`config.mk`:
```
export PLATFORM = sky130hd
export DESIGN_NAME = ram_access_arbiter
export DESIGN_NICKNAME = d
export VERILOG_FILES = /design/src/rtl/ram_access_arbiter.sv
export SDC_FILE = /design/constraint.sdc
export NUM_CORES = 1
export LEC_CHECK = 0
export CAP_MARGIN = 20
export CORE_MARGIN = 3
export CORE_UTILIZATION = 36
export DETAILED_ROUTE_END_ITERATION = 7
export PLACE_DENSITY = 0.76
export SLEW_MARGIN = 20
export SYNTH_ARGS = -nofsm -noshare
export SYNTH_HDL_FRONTEND = slang
export SYNTH_SLANG_ARGS = --single-unit
```
`constraint.sdc`:
```
create_clock -name main_clk -period 1.3 [get_ports main_clk]
set_input_delay 0.195 -clock main_clk [delete_from_list [all_inputs] [get_ports main_clk]]
set_output_delay 0.195 -clock main_clk [all_outputs]
set_load 0.02 [all_outputs]
```
`src/rtl/ram_access_arbiter.sv`:
```
// Two-port arbiter in front of the single MOV/MOC RAM; one access at a time, responses routed to the owner.
// Optional ram_moc watchdog enabled by defining RAM_ARB_TIMEOUT_EN (aborts with 32'hDEAD_BEEF and sticky err).
module ram_access_arbiter #(
    parameter int RR_MODE = 1,
    parameter int TIMEOUT = 64
) (
    input  logic        main_clk,
    input  logic        reset,
    input  logic        p0_mov,
    input  logic        p0_rw,
    input  logic        p0_sig,
    input  logic [1:0]  p0_dl,
    input  logic [8:0]  p0_addr,
    input  logic [31:0] p0_wdata,
    output logic        p0_moc,
    output logic [31:0] p0_rdata,
    input  logic        p1_mov,
    input  logic        p1_rw,
    input  logic        p1_sig,
    input  logic [1:0]  p1_dl,
    input  logic [8:0]  p1_addr,
    input  logic [31:0] p1_wdata,
    output logic        p1_moc,
    output logic [31:0] p1_rdata,
    output logic        ram_mov,
    output logic        ram_rw,
    output logic        ram_sig,
    output logic [1:0]  ram_dl,
    output logic [8:0]  ram_addr,
    output logic [31:0] ram_wdata,
    input  logic        ram_moc,
    input  logic [31:0] ram_rdata,
    output logic        owner,
    output logic        busy,
    output logic        err
);

    // state  | meaning
    // IDLE   | no access in flight, arbitrate pending requests
    // ACCESS | ram_mov held high, waiting for ram_moc
    // DONE   | owner moc high, waiting for owner to drop mov
    typedef enum logic [1:0] {IDLE, ACCESS, DONE} state_t;

    state_t      state_q;
    logic        ram_mov_q, ram_rw_q, ram_sig_q;
    logic [1:0]  ram_dl_q;
    logic [8:0]  ram_addr_q;
    logic [31:0] ram_wdata_q;
    logic        p0_moc_q, p1_moc_q;
    logic [31:0] p0_rdata_q, p1_rdata_q;
    logic        owner_q, busy_q, err_q;

    logic        win_d;
    logic        win_rw_d, win_sig_d;
    logic [1:0]  win_dl_d;
    logic [8:0]  win_addr_d;
    logic [31:0] win_wdata_d;
    logic        own_mov;
    logic        timeout_hit;
    logic [31:0] rsp_data;

    // On a tie, round-robin hands the grant to the port that did not own the last access.
    always_comb begin
        if (p0_mov && p1_mov) win_d = (RR_MODE != 0) ? ~owner_q : 1'b0;
        else                  win_d = ~p0_mov;
    end

    assign win_rw_d    = win_d ? p1_rw    : p0_rw;
    assign win_sig_d   = win_d ? p1_sig   : p0_sig;
    assign win_dl_d    = win_d ? p1_dl    : p0_dl;
    assign win_addr_d  = win_d ? p1_addr  : p0_addr;
    assign win_wdata_d = win_d ? p1_wdata : p0_wdata;
    assign own_mov     = owner_q ? p1_mov : p0_mov;
    assign rsp_data    = ram_moc ? ram_rdata : 32'hDEAD_BEEF;

`ifdef RAM_ARB_TIMEOUT_EN
    localparam int CW = (TIMEOUT > 1) ? $clog2(TIMEOUT) : 1;
    logic [CW-1:0] cnt_q;

    always_ff @(posedge main_clk) begin
        if (reset || state_q != ACCESS) cnt_q <= '0;
        else                            cnt_q <= cnt_q + 1'b1;
    end

    assign timeout_hit = (cnt_q == CW'(TIMEOUT - 1));
`else
    logic unused_timeout;
    assign unused_timeout = (TIMEOUT > 0);
    assign timeout_hit    = 1'b0;
`endif

    always_ff @(posedge main_clk) begin
        if (reset) begin
            state_q     <= IDLE;
            ram_mov_q   <= 1'b0;
            ram_rw_q    <= 1'b0;
            ram_sig_q   <= 1'b0;
            ram_dl_q    <= '0;
            ram_addr_q  <= '0;
            ram_wdata_q <= '0;
            p0_moc_q    <= 1'b0;
            p1_moc_q    <= 1'b0;
            p0_rdata_q  <= '0;
            p1_rdata_q  <= '0;
            owner_q     <= 1'b1;
            busy_q      <= 1'b0;
            err_q       <= 1'b0;
        end else begin
            case (state_q)
                IDLE: begin
                    if (p0_mov || p1_mov) begin
                        owner_q     <= win_d;
                        ram_mov_q   <= 1'b1;
                        ram_rw_q    <= win_rw_d;
                        ram_sig_q   <= win_sig_d;
                        ram_dl_q    <= win_dl_d;
                        ram_addr_q  <= win_addr_d;
                        ram_wdata_q <= win_wdata_d;
                        busy_q      <= 1'b1;
                        state_q     <= ACCESS;
                    end
                end
                ACCESS: begin
                    if (ram_moc || timeout_hit) begin
                        ram_mov_q <= 1'b0;
                        if (owner_q) begin
                            p1_moc_q   <= 1'b1;
                            p1_rdata_q <= rsp_data;
                        end else begin
                            p0_moc_q   <= 1'b1;
                            p0_rdata_q <= rsp_data;
                        end
                        if (!ram_moc) err_q <= 1'b1;
                        state_q <= DONE;
                    end
                end
                DONE: begin
                    if (!own_mov) begin
                        p0_moc_q <= 1'b0;
                        p1_moc_q <= 1'b0;
                        busy_q   <= 1'b0;
                        state_q  <= IDLE;
                    end
                end
                default: state_q <= IDLE;
            endcase
        end
    end

    assign ram_mov   = ram_mov_q;
    assign ram_rw    = ram_rw_q;
    assign ram_sig   = ram_sig_q;
    assign ram_dl    = ram_dl_q;
    assign ram_addr  = ram_addr_q;
    assign ram_wdata = ram_wdata_q;
    assign p0_moc    = p0_moc_q;
    assign p1_moc    = p1_moc_q;
    assign p0_rdata  = p0_rdata_q;
    assign p1_rdata  = p1_rdata_q;
    assign owner     = owner_q;
    assign busy      = busy_q;
    assign err       = err_q;

endmodule
```
==> impl_results.md <==
- Internal: 7960 uW
- Grt ovf: 0
- DRT Wirelength: 18,100 um
- CTS Hold Bufs: 0
- 1st-iter DRT viols: 411
- Die X: 122 um
- Combinational fraction of design power: 21.8%
- R2R Setup Slk: -0.06 ns
- Top cells by area, synth: dfxtp_1 48%, a21oi_1 11%, nand2_1 10%, a311oi_1 6.3%, nand3_1 4.7%
- Routed Antenna Nets: 0
- Initial antenna violation count: 0
- Post-Syn Instances: 582
- Worst-path clk slew: 0.06 ns
- Drt drc: 0
- Hold endpoint: ram_wdata[12]
- Post-Syn Area per Cell: 8.30 um^2
- Static leakage: 0.00318 uW
- Row Count: 41
- Net count, final: 944
- Slowest CP cell: and4b_4
- Failing checks: setup timing
- Yosys warnings: 0
- Final hold violations: 0
- Worst setup SP type: register
- Starting Density: 37.5%
- Vias in the first global route: 5,300
- Area Overhead vs Synth: 74.3%
- VDD IR max: 0.771 mV
- Clock sinks: 116
- ANT cells: 0
- # IOs: 242
- WL/cell: 18.0 um
- Hold depth: 2
- Critical path's top delay family: simple AND/OR/NAND/NOR gates
- Power Total: 11,000 uW
- Die Footprint: 14,800 um^2
- Critical path cell sequence: buf_6 -> and4b_4 -> clkbuf_16 -> nand2_1 -> a21oi_1
- Clock power frac: 42.2%
- Fillcell total: 1,044
- CTS Buf Count: 17
- Switching Share: 27.9%
- Worst setup margin: -0.0558 ns
- Area fraction of the dominant cell type after synthesis: 48.1%
- Critical Path RT: 1.62 ns
- Vias/cell: 5.48
- Vias: 5,493
- Fin Setup TNS: -0.209 ns
- HP Start: reset
- Sequential share of the synthesized area: 48.1%
- First-pass GRT wire length: 25,600 um
- Core area: 12,900 um^2
- CP max FO: 16
- Final setup vio count: 14
- Buf+Inv Stages, Crit Path: 2
- Post-synth cell types: 33
- GR Util All Layers: 21.7%
- Sequential power share: 36.0%
- Final min period: 1.36 ns
- Share of cells above drive strength 1: 21.6%
- Root Driver: clkbuf_16
- Port bufs: 240
- Clock Path Buffers: 2
- Pin count of the biggest net entering global routing: 46
- Crit-path max cell delay: 0.39 ns
- Worst-Skew Late Latency: 0.40 ns
- RSZ-0062 raised after global routing: yes
- WP data arrival: 1.68 ns
- Die Height: 122 um
- Tcrit/Tclk final: 104%
- First-pass detailed-route iteration total: 5
- Final HPWL DP: 11,600 um
- Slew Limit Fails: 0
- Syn Nets: 709
- Netlist Area Pre-Place: 4830 um^2
- Worst reg2reg path depth: 5
- Hold_ws: 0.165 ns
- CTS tree: built
- Highest Clock Rate: 738 MHz
- Area leader, netlist: dfxtp_1
- Max-cap violations: 0
- RR Endpoint: p1_rdata[13]
- Critical setup path kind: reg2reg
- Yosys reg bits: 116
- P_sw: 3080 uW
- Hold Crit Class: in2reg
- Status: finished with violations
- PD cells: 1310 nW/um^2
- GP Congestion: 0.811
- Clock Skew: 0.00644 ns
- Worst r2r src: state_q[1]
- Critical Path Sink Type: register
- H-Tree Depth: 4
-- area by class of cell --
type | count | area, um^2 | area share [%]
clock inverter | 13 | 159 | 1.89
timing repair buffer | 277 | 2830 | 33.5
sequential | 116 | 2330 | 27.6
clock buffer | 19 | 433 | 5.14
inverter | 2 | 7.51 | 0.0891
tap | 172 | 215 | 2.56
multi-input combinational | 403 | 2450 | 29.1
-- cell usage after synthesis, drive strengths merged --
cell / instances
nand3: 45
a211oi: 1
a21oi: 110
nand2b: 2
buf: 46
o21ai: 46
nand4bb: 1
a2111oi: 1
dfxtp: 116
clkbuf: 18
or2: 2
nor2: 4
nand3b: 1
and4b: 1
a31oi: 1
conb: 1
inv: 2
a311oi: 45
o21a: 1
and4bb: 1
nand4b: 1
a211o: 1
o2bb2ai: 2
nor2b: 2
nand2: 130
mux2i: 1
-- cell families (layout without fill, tap and decap cells) --
logic type | count (synthesis) | after routing | share of synthesized area [%]
other | 1 | 1 | 0.0776
flip-flops | 116 | 116 | 48.1
AO/OA/AOI/OAI | 208 | 208 | 26.8
AND/OR/NAND/NOR | 190 | 193 | 17.6
buffers and inverters | 66 | 311 | 7.28
multiplexers | 1 | 1 | 0.207
-- power groups by stage --
stage               clock network [uW]  logic, uW  registers, uW
floorplan                            0        826           4310
global placement                     0       2230           4030
detailed placement                   0       2280           4040
CTS                               4740       2180           3960
global route                      4920       2560           4000
finish                            4660       2410           3970
-- layout by cell type, fill, tap and decap left out, types with 5 or more instances in the layout --
cell / n
clkdlybuf4s50_1: 123
nand2_1: 114
dfxtp_1: 114
a21oi_1: 80
clkdlybuf4s15_1: 67
o21ai_0: 45
nand3_1: 45
a21oi_2: 30
a311oi_1: 27
clkbuf_2: 26
clkbuf_16: 22
a311oi_2: 18
dlygate4sd2_1: 16
buf_12: 14
nand2_2: 10
buf_4: 10
nand2_4: 6
clkdlybuf4s15_2: 5
buf_6: 5
-- routing by layer --
metal	vias up	global-route usage, %	part of all wire [%]
met2	290	37.7	50
li1	2550	-	-
met1	2614	23.8	39
met5	-	0	0
met4	0	9.31	2.4
met3	39	7.85	9.5
-- through the flow --
stage	cells	util [%]	cell area, um^2	worst slack, ns
floorplan	582	-	4840	0.00782
global placement	956	58.0	7460	-0.488
detailed placement	956	58.0	7460	-0.590
CTS	990	62.2	8010	-0.0592
global route	1002	65.4	8420	-0.139
finish	1002	65.4	8420	-0.0558
-- flip-flops by register name (all words and copies together), names as in the netlist --
signal and flops:
ram_dl 2, ram_rw 1, state_q 2, ram_wdata 32, owner 1, p0_rdata 32, p0_moc 1, p1_moc 1
ram_addr 9, p1_rdata 32, ram_mov 1, busy 1, ram_sig 1
-- how the worst max path moves through the flow --
stage / start / to / depth (start not counted)
2_1_floorplan: state_q[0] / ram_wdata[10] / 5
3_3_place_gp: p1_mov / ram_wdata[8] / 4
3_5_place_dp: p1_mov / ram_wdata[26] / 4
4_1_cts: state_q[0] / ram_wdata[26] / 3
5_1_grt: state_q[1] / p1_rdata[13] / 5
6_report: state_q[1] / p1_rdata[13] / 5
-- timing repair --
action	in CTS	in global routing
buffers inserted	0	4
gates resized for setup	160	163
setup endpoints to repair	185	191
gates cloned	2	8
pin swaps	5	37
(Power assumes the default switching activity.)
